## config.mk

```make
export PLATFORM = sky130hd
export DESIGN_NAME = bat_loader
export DESIGN_NICKNAME = d
export VERILOG_FILES = /design/src/rtl/bat_loader_pkg.sv /design/src/rtl/bat_loader_csum.sv /design/src/rtl/bat_loader.sv
export SDC_FILE = /design/constraint.sdc
export NUM_CORES = 1
export LEC_CHECK = 0
export ABC_AREA = 0
export CORE_MARGIN = 2
export CORE_UTILIZATION = 53
export CTS_CLUSTER_DIAMETER = 40
export DETAILED_ROUTE_END_ITERATION = 6
export PLACE_DENSITY = 0.92
export SYNTH_ARGS = -nofsm -noshare
export SYNTH_HDL_FRONTEND = slang
export SYNTH_SLANG_ARGS = --single-unit
```

## constraint.sdc

```tcl
create_clock -name CLK -period 2.7 [get_ports CLK]
set_input_delay 0.54 -clock CLK [delete_from_list [all_inputs] [get_ports CLK]]
set_output_delay 0.54 -clock CLK [all_outputs]
set_load 0.01 [all_outputs]
```

## src/rtl/bat_loader_pkg.sv

```systemverilog
// Shared types and constants for the Bat CPU program loader.
// No logic; no latency.
// No backpressure; declarations only.
package bat_loader_pkg;

  typedef enum logic [2:0] {
    IDLE,
    LEN_HI,
    LEN_LO,
    DATA_HI,
    DATA_LO,
    WRITE,
    CHECK,
    FINISH
  } state_t;

  localparam logic [7:0] DEFAULT_SYNC_BYTE = 8'hA5;

  localparam logic RAM_WRITE = 1'b1;
  localparam logic RAM_READ  = 1'b0;

endpackage

```

## src/rtl/bat_loader_csum.sv

```systemverilog
// 8-bit modulo-256 running sum of frame data bytes with an equality compare.
// Sum updates one cycle after add; match is combinational on cmp_dat.
// No backpressure; add is honoured every cycle it is high.
module bat_loader_csum (
  input  logic       clk,
  input  logic       rst,
  input  logic       clr,
  input  logic       add,
  input  logic [7:0] add_dat,
  input  logic [7:0] cmp_dat,
  output logic       match
);

  logic [7:0] sum;

  always_ff @(posedge clk) begin
    if (rst || clr) begin
      sum <= 8'h00;
    end else if (add) begin
      sum <= sum + add_dat;
    end
  end

  assign match = (sum == cmp_dat);

endmodule

```

## src/rtl/bat_loader.sv

```systemverilog
// Framed byte-stream loader into Bat CPU RAM; BAT_LOADER_CHECKSUM_EN adds a trailing checksum byte.
// 3 cycles per word at full rate (hi byte, lo byte, write); DONE one cycle after the last write.
// RX_READY drops during WRITE and FINISH; RX_VALID low stalls any receive state indefinitely.
module bat_loader
  import bat_loader_pkg::*;
#(
  parameter logic [15:0] BASE_ADDR = 16'h0000,
  parameter logic [7:0]  SYNC_BYTE = DEFAULT_SYNC_BYTE
) (
  input  logic        CLK,
  input  logic        RST,
  input  logic [7:0]  RX_DATA,
  input  logic        RX_VALID,
  output logic        RX_READY,
  output logic        HALT,
  output logic [15:0] LOAD_DATA,
  output logic [15:0] LOAD_ADDRESS,
  output logic        EXT_RAM_RW,
  output logic        EXT_RAM_EN,
  output logic        BUSY,
  output logic        DONE,
  output logic        ERR
);

`ifdef BAT_LOADER_CHECKSUM_EN
  localparam state_t TAIL_STATE = CHECK;
`else
  localparam state_t TAIL_STATE = FINISH;
`endif

  state_t      state, state_n;
  logic [7:0]  len_hi;
  logic [15:0] len_rem;
  logic        rx_fire;
  logic        sync_hit;
  logic        csum_ok;

  assign rx_fire  = RX_VALID && RX_READY;
  assign sync_hit = (state == IDLE) && rx_fire && (RX_DATA == SYNC_BYTE);

`ifdef BAT_LOADER_CHECKSUM_EN
  bat_loader_csum u_csum (
    .clk     (CLK),
    .rst     (RST),
    .clr     (sync_hit),
    .add     (rx_fire && ((state == DATA_HI) || (state == DATA_LO))),
    .add_dat (RX_DATA),
    .cmp_dat (RX_DATA),
    .match   (csum_ok)
  );
`else
  assign csum_ok = 1'b1;
`endif

  always_ff @(posedge CLK) begin
    if (RST) begin
      state <= IDLE;
    end else begin
      state <= state_n;
    end
  end

  always_comb begin
    state_n = state;
    case (state)
      IDLE:    if (sync_hit) state_n = LEN_HI;
      LEN_HI:  if (rx_fire) state_n = LEN_LO;
      LEN_LO:  if (rx_fire) state_n = ({len_hi, RX_DATA} == 16'd0) ? TAIL_STATE : DATA_HI;
      DATA_HI: if (rx_fire) state_n = DATA_LO;
      DATA_LO: if (rx_fire) state_n = WRITE;
      WRITE:   state_n = (len_rem == 16'd1) ? TAIL_STATE : DATA_HI;
      CHECK:   if (rx_fire) state_n = csum_ok ? FINISH : IDLE;
      FINISH:  state_n = IDLE;
      default: state_n = IDLE;
    endcase
  end

  // Outputs are registered from the next state so they line up with the state they describe.
  always_ff @(posedge CLK) begin
    if (RST) begin
      RX_READY     <= 1'b1;
      HALT         <= 1'b0;
      LOAD_DATA    <= 16'h0000;
      LOAD_ADDRESS <= BASE_ADDR;
      EXT_RAM_RW   <= RAM_READ;
      EXT_RAM_EN   <= 1'b0;
      BUSY         <= 1'b0;
      DONE         <= 1'b0;
      ERR          <= 1'b0;
      len_hi       <= 8'h00;
      len_rem      <= 16'h0000;
    end else begin
      RX_READY   <= (state_n != WRITE) && (state_n != FINISH);
      BUSY       <= (state_n != IDLE);
      DONE       <= (state_n == FINISH);
      EXT_RAM_EN <= (state_n == WRITE);
      EXT_RAM_RW <= (state_n == WRITE) ? RAM_WRITE : RAM_READ;

      // HALT survives a checksum failure; only a completed frame or reset releases it.
      if (state_n == FINISH) begin
        HALT <= 1'b0;
      end else if (sync_hit) begin
        HALT <= 1'b1;
      end

`ifdef BAT_LOADER_CHECKSUM_EN
      if (sync_hit) begin
        ERR <= 1'b0;
      end else if ((state == CHECK) && rx_fire && !csum_ok) begin
        ERR <= 1'b1;
      end
`else
      ERR <= 1'b0;
`endif

      case (state)
        IDLE:    if (sync_hit) LOAD_ADDRESS <= BASE_ADDR;
        LEN_HI:  if (rx_fire) len_hi <= RX_DATA;
        LEN_LO:  if (rx_fire) len_rem <= {len_hi, RX_DATA};
        DATA_HI: if (rx_fire) LOAD_DATA[15:8] <= RX_DATA;
        DATA_LO: if (rx_fire) LOAD_DATA[7:0] <= RX_DATA;
        WRITE: begin
          LOAD_ADDRESS <= LOAD_ADDRESS + 16'd1;
          len_rem      <= len_rem - 16'd1;
        end
        default: ;
      endcase
    end
  end

endmodule

```

# ---- Word level (Yosys, flattened, before mapping)
# Index checks and enable logic that the tools add are counted.
dict set report totals {
  reg_bits 65
  inputBits 11
  output_inout_bits 39
}
dict set report op_classes {
  n_addsub 2
  eq_ne 15
  n_mux 14
  n_reduce_logical 15
}
# operator count
set op_table {}
lappend op_table {{$pmux 16 s2} 2}
lappend op_table {{$mux 16} 2}
lappend op_table {{$mux 3} 8}
lappend op_table {{$pmux 3 s8} 1}
lappend op_table {{$eq 3x3->1 const B} 6}
lappend op_table {{$add 16x1->16 const B} 1}
lappend op_table {{$eq 16x1->1 const B} 1}
lappend op_table {{$logic_not 16->1} 1}
lappend op_table {{$sub 16x1->16 const B} 1}
lappend op_table {{$reduce_and 2->1} 5}
lappend op_table {{$eq 8x8->1 const B} 1}
lappend op_table {{$eq 3x2->1 const B} 2}
lappend op_table {{$ne 3x3->1 const B} 2}
lappend op_table {{$logic_and 1x1->1} 4}
lappend op_table {{$ne 2x2->1 const B} 2}
lappend op_table {{$reduce_bool 2->1} 2}
lappend op_table {{$eq 3x1->1 const B} 1}
lappend op_table {{$logic_not 3->1} 1}
lappend op_table {{$reduce_bool 3->1} 1}
lappend op_table {{$reduce_or 2->1} 1}
lappend op_table {{$mux 1} 1}

# ---- Longest topological paths before layout
dict set report depth {
  depth_word 7
  depth_mapped 8
  ltp_nobuf 5
}

# ---- Least setup slack after synthesis
# No wires, ideal clock.
dict set report synth_path {
  kind {input port to flip-flop}
  from {input RX_DATA[1]}
  to {register LOAD_ADDRESS[15]}
  setup_time_ns 0.121
  arrival_time_ns 2.131
  required_time_ns 2.579
  slack_ns 0.448
  path_stages 5
  path_buffers 1
  cell_sequence {or4_4 > or4_4 > buf_6 > and3_1 > mux2_4}
}
dict set report synth_between {
  elab_chain_cells 4
}
# element line
set synth_lines {}
lappend synth_lines {{from (decl)} bat_loader.sv:12} ;# input logic [7:0] RX_DATA,
lappend synth_lines {{$eq 8x8->1} bat_loader.sv:39} ;# assign sync_hit = (state == IDLE) && rx_fire && (RX_DATA == SYNC_BYTE);
lappend synth_lines {{$logic_and 1x1->1} bat_loader.sv:39}
lappend synth_lines {{$ne 2x2->1 (no source line)} -}
lappend synth_lines {{$reduce_and 2->1 (no source line)} -}
lappend synth_lines {{to (signal assigned)} bat_loader.sv:123} ;# LOAD_ADDRESS <= LOAD_ADDRESS + 16'd1;
lappend synth_lines {{to (decl)} bat_loader.sv:17} ;# output logic [15:0] LOAD_ADDRESS,
# Every way passes these cells.
# A chain may end at the register's enable or synchronous reset.

# ---- Final worst setup path
dict set report layout_path {
  from {input RX_DATA[3]}
  to {register LOAD_ADDRESS[15]}
}
# The elaborated chain is that of the path after synthesis.

==> results.sh <==
export IMPL_dp_slack_ns=0.00733
export IMPL_cp_required_ns=2.93
export IMPL_tightest_slew_ns=0.619
export IMPL_yosysTopAreaCell="dfxtp_1"
export IMPL_power_share_combinational_pct=6.5
export IMPL_synthFlopType="dfxtp_1"
export IMPL_synth_seq_area_share_pct=42.8
export IMPL_p_sw_mw=0.466
export IMPL_power_density_nw_per_um2=546
export IMPL_dpl_cell_area_um2=3580
export IMPL_ys_top_cells_by_area="dfxtp_1 (43%), mux2i_1 (5.7%), nand2_1 (5.3%)"
export IMPL_clock_skew_ns=0.0103
export IMPL_routed_wl_um=8490
export IMPL_maxSlewViolCount=0
export IMPL_max_freq_mhz=428
export IMPL_clock_sinks=64
export IMPL_critPathLaunchType="primary input"
export IMPL_area_growth_pct=27.5
export IMPL_die_y_um=79.2
export IMPL_post_cts_buffers=0
export IMPL_clk_latency_ns=0.35
export IMPL_drtPass1Iterations=5
export IMPL_cts_root_buf="clkbuf_8"
export IMPL_cp_arrival_ns=2.57
export IMPL_clk_path_buf_depth=2
export IMPL_p_leak_nw=1.41
export IMPL_grt_max_degree=52
export IMPL_layout_setup_ws_ns=0.363
export IMPL_cts_resized_gates=0
export IMPL_dp_hpwl_um=5630
export IMPL_synth_cell_area_um2=2990
export IMPL_hold_path_class="flip-flop to flip-flop"
export IMPL_die_x_um=79.2
export IMPL_num_vias=3075
export IMPL_ant_nets=0
export IMPL_coreArea_um2=5470
export IMPL_path_class="primary input to flip-flop"
export IMPL_synth_cell_types=53
export IMPL_rsz0062_at_grt="no"
export IMPL_dieArea_um2=6270
export IMPL_synth_nets=367
export IMPL_drt_iter0_drc=335
export IMPL_status="finished, final reports clean"
export IMPL_synth_edf_count=0
export IMPL_remaining_drc_errors=0
export IMPL_fillers=426
export IMPL_syn_inst=353
export IMPL_fin_hold_ws_ns=0.465
export IMPL_diodes=0
export IMPL_clock_power_share_pct=47.0
export IMPL_grt_pass1_vias=2926
export IMPL_start_util_pct=54.7
export IMPL_hold_violations=0
export IMPL_final_core_util_pct=69.7
export IMPL_htree_levels=3
export IMPL_switching_share_pct=22.4
export IMPL_hold_buffers=0
export IMPL_wl_per_cell_um=17.6
export IMPL_antenna_found_initial=0
export IMPL_synth_commonest_cells="dfxtp_1 (64), nand2_1 (42), nor2_1 (32)"
export IMPL_cts_tree="built"
export IMPL_slew_headroom_pct=58.3
export IMPL_drive_gt1_share_pct=9.76
export IMPL_numPortBuffers=48
export IMPL_seqPwrFrac_pct=46.5
export IMPL_drt_vias_per_instance=6.38
export IMPL_fin_nets=419
export IMPL_gr_total_overflow=0
export IMPL_grt_pass1_wl_um=13500
export IMPL_p_total_mw=2.08
export IMPL_finish_instance_area_um2=3820
export IMPL_numPlacedInstances=466
export IMPL_rows=27
export IMPL_syn_area_per_cell_um2=8.48
export IMPL_grtUsageTotal_pct=27.4
export IMPL_final_cells=482
export IMPL_p_int_mw=1.62
export IMPL_final_min_clock_period_ns=2.34
export IMPL_ys_seq_elements=64
export IMPL_cap_violations=0
export IMPL_synth_top_area_share_pct=42.8
export IMPL_gp_congestion=0.915
export IMPL_setup_tns_ns=0
export IMPL_num_io_pins=50
export IMPL_endpoint_kind="flip-flop"
export IMPL_worstPathMaxFanout=5
export IMPL_clkTransAtPathRegs_ns=0.07
export IMPL_synthArstFlopShare_pct=0
export IMPL_max_vdd_ir_drop_mv=0.360
export IMPL_yosysMostFrequentCell="dfxtp_1"
export IMPL_setup_viol_count_final=0
export IMPL_yosys_warnings=0
export IMPL_cts_buffers=9
export IMPL_timing_final_crit_share_pct=86.6
-- kinds of logic (layout without fill, tap and decap cells) --
| group | after synthesis | count (layout) | share of synthesized area (%) |
|---|---|---|---|
| other cells | 1 | 1 | 0.125 |
| xor+xnor | 5 | 5 | 1.46 |
| flops | 64 | 64 | 42.8 |
| fa+ha+maj | 3 | 3 | 1.25 |
| mux | 18 | 18 | 6.18 |
| buf+inv | 31 | 88 | 4.43 |
| simple gates | 148 | 148 | 25.0 |
| compound gates | 83 | 83 | 18.8 |
-- critical path, stage by stage --
cell and delay [ns]:
clkdlybuf4s50_1 0.43, or4_4 0.57, or4_4 0.57, and3_1 0.20, mux2_4 0.25
-- placed cells by master (no fill, tap or decap), drive strengths merged, types with 4 or more instances in the layout --
master         instances
dfxtp                 64
clkdlybuf4s50         48
nand2                 42
nor2                  32
a21oi                 26
nand3                 17
mux2i                 17
buf                   16
or3                   11
a31oi                 11
o21ai                  9
nand4                  9
clkbuf                 9
inv                    8
nor3                   7
and3                   6
o211ai                 5
or4                    5
a311oi                 4
nor4                   4
clkinv                 4
-- path summary, 6_finish.rpt --
path                      start          endpoint  slack, ns  depth (start not counted)
setup / recovery     RX_DATA[3]  LOAD_ADDRESS[15]       0.36                          5
hold / removal    LOAD_DATA[15]     LOAD_DATA[15]       0.47                          2
setup reg to reg       state[0]       len_rem[11]       0.65                          5
hold reg to reg   LOAD_DATA[15]     LOAD_DATA[15]       0.47                          2
-- power by group through the flow --
stage / Clock (mW) / Sequential (mW) / Combinational (mW)
floorplan: 0 / 0.983 / 0.0749
global placement: 0 / 0.988 / 0.123
detailed placement: 0 / 0.989 / 0.128
CTS: 0.985 / 0.968 / 0.132
global route: 1.02 / 0.970 / 0.144
finish: 0.979 / 0.969 / 0.135
-- layer usage --
metal  up-vias  GRT usage [%]  share of wire (%)
met5         -              0                  0
met4         0           15.2                3.7
met3        43           6.02                9.5
met2       194           46.3                 49
met1      1428           32.0                 38
li1       1410              -                  -
-- area by class of cell --
| class | count | area [um^2] | share of cell area, % |
|---|---|---|---|
| Clock buffer | 9 | 124 | 3.25 |
| Clock inverter | 7 | 110 | 2.89 |
| Inverter | 8 | 30.0 | 0.787 |
| Multi-Input combinational cell | 258 | 1580 | 41.4 |
| Sequential cell | 64 | 1280 | 33.6 |
| Tap cell | 72 | 90.1 | 2.36 |
| Timing Repair Buffer | 64 | 601 | 15.7 |
-- sequential cells by signal, indices dropped and copies added, names as in the netlist --
signal and flops:
DONE 1, HALT 1, RX_READY 1, BUSY 1, LOAD_ADDRESS 16, EXT_RAM_RW 1
len_hi 8, state 3, len_rem 16, LOAD_DATA 16
No activity file was read; power rests on OpenSTA's default activity.
